==> src/rtl/hilo_muldiv_unit_if.sv <==
// Execute-stage request/readback bundle for the Hi/Lo multiply/divide unit.
interface hilo_muldiv_unit_if;
  logic        Start;
  logic [2:0]  Op;
  logic [31:0] A;
  logic [31:0] B;
  logic        ReadReq;
  logic        Busy;
  logic        Done;
  logic        Stall;
  logic [31:0] ReadHi;
  logic [31:0] ReadLo;

  modport master (
    output Start, Op, A, B, ReadReq,
    input  Busy, Done, Stall, ReadHi, ReadLo
  );

  modport slave (
    input  Start, Op, A, B, ReadReq,
    output Busy, Done, Stall, ReadHi, ReadLo
  );
endinterface

==> src/rtl/hilo_muldiv_unit.sv <==
// Iterative multiply/divide engine owning the architectural Hi/Lo pair.
// Optional HILO_EARLY_TERM_EN: multiplies finish once the remaining multiplier bits are zero.
module hilo_muldiv_unit #(
  parameter int unsigned BITS_PER_CYCLE = 1
) (
  input logic               Clk,
  input logic               Rst,
  hilo_muldiv_unit_if.slave bus
);
  localparam logic [5:0] N_ITER = 6'(32 / BITS_PER_CYCLE);

  typedef enum logic [1:0] {S_IDLE, S_CALC, S_FIX} state_t;

  state_t      state_q, state_d;
  logic [5:0]  cnt_q, cnt_d;
  logic [2:0]  op_q, op_d;
  logic        neg_q, neg_d;
  logic        rneg_q, rneg_d;
  logic [63:0] x_q, x_d;
  logic [63:0] acc_q, acc_d;
  logic [31:0] y_q, y_d;
  logic [31:0] hi_q, hi_d;
  logic [31:0] lo_q, lo_d;
  logic        done_q, done_d;

  logic        busy;
  logic        is_div;
  logic        start_signed;
  logic        a_neg, b_neg;
  logic [31:0] a_mag, b_mag;
  logic [63:0] acc_c, x_c;
  logic [31:0] y_c;
  logic [32:0] r_c;
  logic [63:0] prod, mul_res;
  logic [31:0] quo_fix, rem_fix;

  assign busy       = (state_q != S_IDLE);
  assign is_div     = (op_q[2:1] == 2'b01);
  assign bus.Busy   = busy;
  assign bus.Done   = done_q;
  assign bus.Stall  = (bus.ReadReq | bus.Start) & busy;
  assign bus.ReadHi = hi_q;
  assign bus.ReadLo = lo_q;

  always_comb begin
    start_signed = (bus.Op == 3'd0) || (bus.Op == 3'd2) ||
                   (bus.Op == 3'd4) || (bus.Op == 3'd5);
    a_neg = start_signed & bus.A[31];
    b_neg = start_signed & bus.B[31];
    a_mag = a_neg ? -bus.A : bus.A;
    b_mag = b_neg ? -bus.B : bus.B;
  end

  // Divide keeps {remainder, quotient} in acc and the divisor in y;
  // multiply keeps the product in acc, shifted multiplicand in x, multiplier in y.
  always_comb begin
    acc_c = acc_q;
    x_c   = x_q;
    y_c   = y_q;
    r_c   = '0;
    for (int unsigned i = 0; i < BITS_PER_CYCLE; i++) begin
      if (is_div) begin
        r_c          = {acc_c[63:32], acc_c[31]};
        acc_c[31:0]  = {acc_c[30:0], 1'b0};
        if (r_c >= {1'b0, y_c}) begin
          r_c      = r_c - {1'b0, y_c};
          acc_c[0] = 1'b1;
        end
        acc_c[63:32] = r_c[31:0];
      end else begin
        if (y_c[0]) acc_c = acc_c + x_c;
        x_c = {x_c[62:0], 1'b0};
        y_c = {1'b0, y_c[31:1]};
      end
    end
  end

  always_comb begin
    prod = neg_q ? -acc_q : acc_q;
    case (op_q)
      3'd4:    mul_res = {hi_q, lo_q} + prod;
      3'd5:    mul_res = {hi_q, lo_q} - prod;
      default: mul_res = prod;
    endcase
    // Divide by zero: restoring division already leaves remainder = |A|, only Lo needs forcing.
    quo_fix = (y_q == '0) ? '1 : (neg_q ? -acc_q[31:0] : acc_q[31:0]);
    rem_fix = rneg_q ? -acc_q[63:32] : acc_q[63:32];
  end

  always_comb begin
    state_d = state_q;
    cnt_d   = cnt_q;
    op_d    = op_q;
    neg_d   = neg_q;
    rneg_d  = rneg_q;
    x_d     = x_q;
    y_d     = y_q;
    acc_d   = acc_q;
    hi_d    = hi_q;
    lo_d    = lo_q;
    done_d  = 1'b0;
    unique case (state_q)
      S_IDLE: begin
        if (bus.Start) begin
          if (bus.Op == 3'd6) begin
            hi_d   = bus.A;
            done_d = 1'b1;
          end else if (bus.Op == 3'd7) begin
            lo_d   = bus.A;
            done_d = 1'b1;
          end else begin
            op_d    = bus.Op;
            neg_d   = a_neg ^ b_neg;
            rneg_d  = a_neg;
            x_d     = {32'd0, a_mag};
            y_d     = b_mag;
            acc_d   = (bus.Op[2:1] == 2'b01) ? {32'd0, a_mag} : '0;
            cnt_d   = N_ITER;
            state_d = S_CALC;
`ifdef HILO_EARLY_TERM_EN
            if ((bus.Op[2:1] != 2'b01) && (b_mag == '0)) state_d = S_FIX;
`endif
          end
        end
      end
      S_CALC: begin
        acc_d = acc_c;
        x_d   = x_c;
        y_d   = y_c;
        cnt_d = cnt_q - 6'd1;
        if (cnt_q == 6'd1) state_d = S_FIX;
`ifdef HILO_EARLY_TERM_EN
        if (!is_div && (y_c == '0)) state_d = S_FIX;
`endif
      end
      S_FIX: begin
        if (is_div) begin
          hi_d = rem_fix;
          lo_d = quo_fix;
        end else begin
          hi_d = mul_res[63:32];
          lo_d = mul_res[31:0];
        end
        done_d  = 1'b1;
        state_d = S_IDLE;
      end
      default: state_d = S_IDLE;
    endcase
  end

  always_ff @(posedge Clk or posedge Rst) begin
    if (Rst) begin
      state_q <= S_IDLE;
      cnt_q   <= '0;
      op_q    <= '0;
      neg_q   <= 1'b0;
      rneg_q  <= 1'b0;
      x_q     <= '0;
      y_q     <= '0;
      acc_q   <= '0;
      hi_q    <= '0;
      lo_q    <= '0;
      done_q  <= 1'b0;
    end else begin
      state_q <= state_d;
      cnt_q   <= cnt_d;
      op_q    <= op_d;
      neg_q   <= neg_d;
      rneg_q  <= rneg_d;
      x_q     <= x_d;
      y_q     <= y_d;
      acc_q   <= acc_d;
      hi_q    <= hi_d;
      lo_q    <= lo_d;
      done_q  <= done_d;
    end
  end
endmodule

==> src/flat_wrapper.sv <==
// flat-port wrapper written by rule: the top's interface ports become plain ports
module hilo_muldiv_unit_flat 
#(
  parameter int unsigned BITS_PER_CYCLE = 1
)
  (Clk, Rst, bus_Start, bus_Op, bus_A, bus_B, bus_ReadReq, bus_Busy, bus_Done, bus_Stall, bus_ReadHi, bus_ReadLo);
  hilo_muldiv_unit_if bus_i ();
  input logic Clk;
  input logic Rst;
  input wire logic [$bits(bus_i.Start)-1:0] bus_Start;
  input wire logic [$bits(bus_i.Op)-1:0] bus_Op;
  input wire logic [$bits(bus_i.A)-1:0] bus_A;
  input wire logic [$bits(bus_i.B)-1:0] bus_B;
  input wire logic [$bits(bus_i.ReadReq)-1:0] bus_ReadReq;
  output wire logic [$bits(bus_i.Busy)-1:0] bus_Busy;
  output wire logic [$bits(bus_i.Done)-1:0] bus_Done;
  output wire logic [$bits(bus_i.Stall)-1:0] bus_Stall;
  output wire logic [$bits(bus_i.ReadHi)-1:0] bus_ReadHi;
  output wire logic [$bits(bus_i.ReadLo)-1:0] bus_ReadLo;
  assign bus_i.Start = bus_Start;
  assign bus_i.Op = bus_Op;
  assign bus_i.A = bus_A;
  assign bus_i.B = bus_B;
  assign bus_i.ReadReq = bus_ReadReq;
  assign bus_Busy = bus_i.Busy;
  assign bus_Done = bus_i.Done;
  assign bus_Stall = bus_i.Stall;
  assign bus_ReadHi = bus_i.ReadHi;
  assign bus_ReadLo = bus_i.ReadLo;
  hilo_muldiv_unit #(.BITS_PER_CYCLE(BITS_PER_CYCLE)) u_core (.Clk(Clk), .Rst(Rst), .bus(bus_i));
endmodule
==> config.mk <==
export PLATFORM = sky130hd
export DESIGN_NAME = hilo_muldiv_unit_flat
export DESIGN_NICKNAME = d
export VERILOG_FILES = /design/src/rtl/hilo_muldiv_unit_if.sv /design/src/rtl/hilo_muldiv_unit.sv /design/src/flat_wrapper.sv
export SDC_FILE = /design/constraint.sdc
export NUM_CORES = 1
export LEC_CHECK = 0
export BUFFER_PORTS_ARGS = -buffer_cell sky130_fd_sc_hd__clkbuf_2
export CAP_MARGIN = 30
export CELL_PAD_IN_SITES_DETAIL_PLACEMENT = 1
export CELL_PAD_IN_SITES_GLOBAL_PLACEMENT = 2
export CORE_ASPECT_RATIO = 0.5
export CORE_UTILIZATION = 38
export DETAILED_ROUTE_END_ITERATION = 10
export GPL_ROUTABILITY_DRIVEN = 0
export PLACE_DENSITY = 0.91
export SYNTH_ARGS = -nofsm -noshare
export SYNTH_HDL_FRONTEND = slang
export SYNTH_SLANG_ARGS = --single-unit
==> constraint.sdc <==
create_clock -name Clk -period 9.4 [get_ports Clk]
set_input_delay 1.41 -clock Clk [delete_from_list [all_inputs] [get_ports Clk]]
set_output_delay 1.41 -clock Clk [all_outputs]
set_load 0.05 [all_outputs]
-- After elaboration in Yosys (flattened, before gate mapping)
Index checks and enable logic that the tools add are counted.
- order comparisons: 1
- $add $sub $neg: 10
- equal/unequal tests: 20
- mux-type cells: 48
- reductions and logical operators: 16
- bitwise logic cells: 7
- operators with widths (cell ; count):
    $mux W64 ; 10
    $mux W32 ; 18
    $pmux W64 S2 ; 3
    $pmux W32 S2 ; 3
    $add A64 B64 Y64 ; 2
    $neg A32 Y32 ; 4
    $neg A64 Y64 ; 1
    $sub A64 B64 Y64 ; 1
    $ge A33 B32 Y1 ; 1
    $logic_not A32 Y1 ; 1
    $sub A32 B32 Y32 ; 1
    $eq A3 B3 Y1 const B ; 6
    $mux W6 ; 3
    $reduce_and A4 Y1 ; 4
    $pmux W6 S2 ; 1
    $reduce_and A5 Y1 ; 2
    $mux W2 ; 4
    $ne A2 B2 Y1 const B ; 4
    $eq A2 B1 Y1 const B ; 3
    $eq A6 B1 Y1 const B ; 1
    $ne A2 B1 Y1 const B ; 3
    $reduce_bool A2 Y1 ; 3
    $sub A6 B1 Y6 const B ; 1
    $mux W1 ; 4
    13 further kinds ; 18
- output and inout port bits: 67
- bits in registers: 238
- word-level logic and storage cells: 113

-- Depth between registers and ports, before layout
Gate-level depths: netlist of run 1.
- depth in word-level cells: 11
- depth in mapped cells: 26
- gate-level depth less buffers: 24

-- Worst setup path after synthesis of run 1
No wires, ideal clock.
- kind: reg-to-reg
- start: register u_core.acc_q[1]
- end: register u_core.hi_q[22] (netlist: u_core.bus.ReadHi[22])
- library setup time: 0.133 ns
- buffers on the path: 1
- period minus slack after synthesis: 5.816 ns
- stages on the path, launching flop included: 24
- arrival time: 5.684 ns
- setup slack: 3.584 ns
- path through: dfrtp_1 inv_1 ha_1 nor2b_1 nand4_1 buf_4 or2_2 o41ai_1 xor2_1 nand4_2 nand2_1 xor2_1 ha_1 a21o_1 a21o_1 a2111o_1 a41oi_1 nand3_1 a31oi_1 a21boi_0 o21ai_0 a211o_1 a41oi_1 a21oi_1
- cells in the longest elaborated chain, start to end: 6
- elaborated cells between the ends (all ways): 7
- those cells by class: add/sub: 3; mux: 4
- RTL lines (item ; RTL line ; source):
    start, declared ; hilo_muldiv_unit.sv:20 ; logic [63:0] acc_q, acc_d;
    start signal, assigned ; hilo_muldiv_unit.sv:160 ; acc_q <= '0;
    start signal, assigned ; hilo_muldiv_unit.sv:172 ; acc_q <= acc_d;
    $neg A64 Y64 ; hilo_muldiv_unit.sv:79 ; prod = neg_q ? -acc_q : acc_q;
    $mux W64 (*) ; hilo_muldiv_unit.sv:79 ;
    $sub A64 B64 Y64 / $add A64 B64 Y64 (equally long branches) ; hilo_muldiv_unit.sv:82, hilo_muldiv_unit.sv:81 ;
    $pmux W64 S2 (*) ; hilo_muldiv_unit.sv:80 ; case (op_q)
    $mux W32 (*) ; hilo_muldiv_unit.sv:137 ; if (is_div) begin
    $pmux W32 S2 (*) ; hilo_muldiv_unit.sv:102 ; unique case (state_q)
    end signal, assigned ; hilo_muldiv_unit.sv:173 ; hi_q <= hi_d;
    end, declared ; hilo_muldiv_unit.sv:22 ; logic [31:0] hi_q, hi_d;
Mark *: on every way between the ends. The rest lies on a longest branch, timed or not.
A chain may end at the register's enable or synchronous reset.

-- Worst setup path after layout of run 1
- start: register u_core.acc_q[0]
- end: register u_core.hi_q[26] (netlist: u_core.bus.ReadHi[26])
The elaborated chain is that of the path after synthesis.

==> flow_summary.toml, run 1 <==
[outcome]
status = "completed"

[synthesis]
netlist_instances = 3567
yosys.cell_types.count = 100
postSynthNetCount = 3805
yosys_warns = 0
ys_seq_elements = 238
netlist_area_sq_um = 26700
post_synth.cell_area_avg_sq_um = 7.50
yosysSeqAreaShare_pct = 22.3
synth_enable_flop_cells = 0
ys.flop_type = "dfrtp_1"
synthArstFlopShare_pct = 100

[sta]
maximum_clock_frequency_mhz = 143
report.final.setup_viol = 0
final_hold_viol_count = 0
clock-skew-final_ns = 0.0422
slew-limit-headroom_pct = 32.0
tns_ns = 0
layout_worst_path_cycle_share_pct = 74.3
grt_setup_unrepaired = "false"
postLayoutSetupSlackWorst_ns = 2.41
max_slew.worst_pin.slew_ns = 0.992
final_period_minus_worst_setup_slack_ns = 6.99
finalMaxSlewViolations = 0

[worst_setup_path]
critical_path_class = "flip-flop to flip-flop"
worst-endpoint-required_ns = 9.92
critical_path_arrival_ns = 7.51
end_kind = "flip-flop"
critical_path.startpoint_type = "flip-flop"
critical_path.max_fanout = 9

[cells_and_area]
proportion_of_layout_cells_with_a_drive_suffix_above_1_pct = 9.46
layout-area-overhead-vs-synth_pct = 9.27
final_net_count = 3800
finish.instance_area_sq_um = 29200
final_util_pct = 42.2

[clock_network]
clock_tree.root_cell = "clkbuf_16"
cts_tree = "done"
ctsHoldBuffers = 0
postCtsResizedCells = 0
cts_htree_levels = 1
clkLatencyLatePin_ns = 0.63
cts_made_buffers = 28
path_clk_slew_ns = 0.08
clock-sinks = 238
cts-root-to-sink-buffers = 3
postCtsSetupRepairBufs = 0

[detailed_routing]
post_drt_via_cell_ratio = 6.36
drt-wirelength-per-cell_um = 25.2
drc_errors = 0
wl_um = 114000
drt_first_pass_iters = 6
vias = 28827
detailedRoute.firstIterationViolations = 3041
detail-route-antenna-nets = 0

[floorplan]
core_region_area_sq_um = 69300
die-area_sq_um = 71500
floorplan.die.width_um = 377
initial_core_util_pct = 38.6
die_height_um = 190
fp-row-count = 68
top_level_pins = 138

[hold_path]
min_path_type = "flip-flop to flip-flop"

[grt]
antenna_violations_before_repair = 2
number_of_global_route_vias_before_repair = 28127
grt_util_all_layers_pct = 31.1
pin_count_of_the_biggest_net_entering_global_routing = 128
grt_first_pass_wirelength_um = 174000
global_route.overflow_total = 0

[placement]
place_area_sq_um = 28100
dp_hpwl_um = 86600
post-place-ws_ns = 2.50
port_buffers = 137

[flow_run]
max_capacitance_violation_count = 0
per-layer routing:
layer / GRT usage, % / vias to the layer above / share of wire, %
li1: - / 13046 / -
met1: 44.2 / 14312 / 45
met2: 47.3 / 1265 / 42
met3: 6.69 / 204 / 9.8
met4: 8.41 / 0 / 3.2
met5: 0 / - / 0
stage by stage:
| step | hold WS [ns] | instances |
|---|---|---|
| floorplan | 0.439 | 3567 |
| global placement | 0.465 | 4471 |
| detailed placement | 0.471 | 4475 |
| CTS | 0.486 | 4527 |
| global route | 0.507 | 4530 |
| finish | 0.480 | 4532 |
cell families (layout without fill, tap and decap cells):
kind of cell / count (synthesis) / count (layout) / synth area share [%]
compound gates: 1294 / 1294 / 31.1
xor+xnor: 335 / 335 / 11.1
flops: 238 / 238 / 22.3
mux: 45 / 45 / 1.74
other cells: 0 / 3 / 0
fa+ha+maj: 167 / 167 / 7.90
simple gates: 1149 / 1149 / 20.9
buf+inv: 339 / 356 / 5.08
critical path: stages, from the launching register on:
cell       delay [ns]
dfrtp_1          0.52
inv_1            0.16
ha_1             0.28
nand2b_1         0.24
o41ai_2          0.28
xor2_1           0.48
o2111ai_1        0.30
or2_1            0.31
or3_1            0.39
nand2_1          0.11
xor2_1           0.09
ha_1             0.45
nand2_1          0.14
nor3_1           0.41
and3_1           0.25
nand2_1          0.05
or4_1            0.46
a21oi_1          0.43
a21boi_0         0.17
buf_4            0.19
o21ai_0          0.52
a31oi_1          0.30
mux2i_1          0.19
a21o_1           0.16
synth_stat cells (all sizes together) (33+ instances only):
cell / instances / area, sq um
nand2: 432 / 1620
o21ai: 360 / 1800
a21oi: 350 / 1750
nor2: 280 / 1070
dfrtp: 238 / 5960
clkbuf: 186 / 699
xor2: 176 / 1560
ha: 164 / 2050
xnor2: 159 / 1400
inv: 117 / 439
a21o: 104 / 781
nor3: 73 / 419
nand3: 71 / 365
o31ai: 60 / 470
a211oi: 42 / 315
a31oi: 38 / 238
o41ai: 38 / 434
and3: 37 / 231
buf: 36 / 219
nand4: 36 / 246
mux2i: 34 / 340
o211ai: 34 / 255
nor4: 33 / 279
cell usage in the layout, fill, tap and decap left out, types with 42 or more instances in the layout:
| master | count |
|---|---|
| xor2_1 | 174 |
| dfrtp_1 | 236 |
| o21ai_0 | 353 |
| clkbuf_2 | 138 |
| ha_1 | 164 |
| nand2_1 | 430 |
| a21oi_1 | 350 |
| nor2_1 | 276 |
| buf_4 | 44 |
| xnor2_1 | 158 |
| inv_1 | 116 |
| a21o_1 | 104 |
| a211oi_1 | 42 |
| nand3_1 | 69 |
| o31ai_1 | 55 |
| nor3_1 | 66 |
worst paths after layout:
kind                                             start                                end  slack (ns)  cells after the start
setup reg to reg           u_core.acc_q[0]$_DFFE_PP0P_  u_core.bus.ReadHi[26]$_DFFE_PP0P_        2.41                     23
hold / removal             u_core.cnt_q[5]$_DFFE_PP0P_      u_core.state_q[1]$_DFFE_PP0P_        0.48                      1
max in group asynchronous                          Rst  u_core.bus.ReadLo[26]$_DFFE_PP0P_        7.10                      4
hold reg to reg            u_core.cnt_q[5]$_DFFE_PP0P_      u_core.state_q[1]$_DFFE_PP0P_        0.48                      1
setup / recovery           u_core.acc_q[0]$_DFFE_PP0P_  u_core.bus.ReadHi[26]$_DFFE_PP0P_        2.41                     23
min in group asynchronous                          Rst         u_core.y_q[15]$_DFFE_PP0P_        0.71                      2
sequential cells by signal, indices dropped and copies added (netlist names):
name / cells
u_core.acc_q: 64
u_core.x_q: 64
u_core.bus.ReadHi: 32
u_core.bus.ReadLo: 32
u_core.y_q: 32
u_core.cnt_q: 6
u_core.op_q: 3
u_core.state_q: 2
u_core.bus.Done: 1
u_core.neg_q: 1
u_core.rneg_q: 1
cell type report:
type / instances / area, sq um
Fill cell: 8601 / 40000
Inverter: 117 / 447
Tap cell: 945 / 1180
Timing Repair Buffer: 187 / 1090
Clock buffer: 40 / 846
Multi-Input combinational cell: 2990 / 19500
Antenna cell: 3 / 7.51
Clock inverter: 12 / 195
Sequential cell: 238 / 5960
Power of run 1 is left out: the tool's default activity adds up to more than one toggle a clock period on the data nets, which glitch-free logic cannot reach.
==> run 2, diff against run 1 <==
- clock period: 9.4 -> 7.3 ns (I/O delays scaled with it)
==> flow_summary.toml, run 2 (synthesized netlist as in run 1, its figures left out) <==
[clock_network]
cts-root-to-sink-buffers = 3
clock_tree.root_cell = "clkbuf_16"
ctsHoldBuffers = 0
clkLatencyLatePin_ns = 0.65
cts_made_buffers = 29
clock-sinks = 238
path_clk_slew_ns = 0.07
postCtsSetupRepairBufs = 0
cts_htree_levels = 1
cts_tree = "done"

[detailed_routing]
wl_um = 117000
detailedRoute.firstIterationViolations = 3192
post_drt_via_cell_ratio = 6.43
vias = 29287
drc_errors = 0
drt-wirelength-per-cell_um = 25.6
drt_first_pass_iters = 6
detail-route-antenna-nets = 0

[worst_setup_path]
crit_family = "simple AND/OR/NAND/NOR gates"
critPathMostFrequentCell = "nand3_1"
worst-endpoint-required_ns = 7.86
path_cells = "nor4_2 -> and4_1 -> nand3_1 -> o41ai_1 -> xnor2_1 -> or4b_4 -> nor2_2 -> nand3_1 -> o21ai_0 -> xor2_1 -> ha_1 -> a21o_1 -> a21o_1 -> a31o_2 -> a2111o_1 -> a221oi_1 -> nand3_1 -> a21oi_1"
critical_path.startpoint_type = "flip-flop"
critical_path_arrival_ns = 7.69
critical_path_class = "flip-flop to flip-flop"
timing.critical_path.slowest_stage_cell = "nor4_2"
critical-path-max-stage-delay_ns = 0.95
cp.buffers_inverters = 0
critical_path.max_fanout = 10
end_kind = "flip-flop"

[sta]
layout_worst_path_cycle_share_pct = 97.8
clock-skew-final_ns = 0.0322
max_slew.worst_pin.slew_ns = 1.29
maximum_clock_frequency_mhz = 140
final_hold_viol_count = 0
finalMaxSlewViolations = 0
final_period_minus_worst_setup_slack_ns = 7.14
hold_ws_ns = 0.393
report.final.setup_viol = 0
slew-limit-headroom_pct = 14.3

[floorplan]
initial_core_util_pct = 38.6
floorplan.die.width_um = 377
core_region_area_sq_um = 69300
die_height_um = 190
top_level_pins = 138
die-area_sq_um = 71500
fp-row-count = 68

[grt]
grt_util_all_layers_pct = 31.7
global_route.overflow_total = 0
antenna_violations_before_repair = 5
pin_count_of_the_biggest_net_entering_global_routing = 157
grt_first_pass_wirelength_um = 177000
grt.met3_usage_pct = 6.54
grt.busiest_layer = "met2"
number_of_global_route_vias_before_repair = 28471
grtUsageMet1_pct = 45.8
use_met2_pct = 47.2

[flow_run]
max_capacitance_violation_count = 0

[cells_and_area]
proportion_of_layout_cells_with_a_drive_suffix_above_1_pct = 9.88
multiInputGateArea_sq_um = 19500
finish.instance_area_sq_um = 29400
register_cell_area_after_layout_sq_um = 5960
commonest_non_fill_non_tap_cell_in_the_layout = "nand2_1"
layout-area-overhead-vs-synth_pct = 9.86
final_net_count = 3818
final.fill_count = 8629
biggestRegsByFlops = "u_core.acc_q x64, u_core.x_q x64"
final_cell_mix = "nand2_1 (430), o21ai_0 (352), a21oi_1 (350)"

[outcome]
status = "completed"

[placement]
dp_hpwl_um = 88000
port_buffers = 137
place_area_sq_um = 28300

[hold_path]
min_path_type = "input port to asynchronous set/reset pin"
==> run 2: cell types whose count changed in the layout (fill, tap and decap cells not counted), moves of 2 or more <==
cell	change
clkbuf_1	+2
clkinv_2	+2
clkinvlp_4	-3
diode_2	+2
buf_4	+17
clkbuf_8	-3
clkinv_4	+2
==> run 2: area by class of cell <==
class                      count  share of cell area, %
multi-input combinational   2990                   66.4
tap                          945                   4.02
sequential                   238                   20.3
timing repair buffer         204                   4.17
antenna                        5                 0.0426
clock buffer                  40                   2.85
inverter                     117                   1.51
clock inverter                14                  0.762
==> run 2: path summary, 6_finish.rpt <==
path / startpoint / end / slack [ns] / cells past startpoint
setup / recovery: u_core.acc_q[37]$_DFFE_PP0P_ / u_core.bus.ReadHi[29]$_DFFE_PP0P_ / 0.16 / 18
hold / removal: Rst / u_core.y_q[20]$_DFFE_PP0P_ / 0.39 / 2
setup reg to reg: u_core.acc_q[37]$_DFFE_PP0P_ / u_core.bus.ReadHi[29]$_DFFE_PP0P_ / 0.16 / 18
hold reg to reg: u_core.cnt_q[5]$_DFFE_PP0P_ / u_core.state_q[1]$_DFFE_PP0P_ / 0.49 / 1
max in group asynchronous: Rst / u_core.bus.ReadHi[24]$_DFFE_PP0P_ / 5.19 / 4
min in group Clk: u_core.cnt_q[5]$_DFFE_PP0P_ / u_core.state_q[1]$_DFFE_PP0P_ / 0.49 / 1
==> run 2: layer usage <==
layer | up-vias | part of all wire [%]
li1 | 13099 | -
met1 | 14594 | 45
met2 | 1385 | 42
met3 | 209 | 9.8
met4 | 0 | 3.0
met5 | - | 0
==> run 2: repair_timing <==
action                                  in CTS  in global routing
endpoints found under the setup margin       0                  4
hold endpoints to repair                     0                  0
resized for setup                            0                  2
==> run 2: metrics by stage <==
step,setup TNS [ns],instances,setup WS [ns],utilization [%]
final,0,4553,0.163,42.4
after detailed placement,0,4494,0.310,40.9
after CTS,0,4548,0.268,42.4
after floorplan,0,3567,1.48,-
after global routing,-0.00179,4550,-0.00179,42.4
after global placement,0,4489,0.491,40.8
Power of run 2 is left out for the same reason.
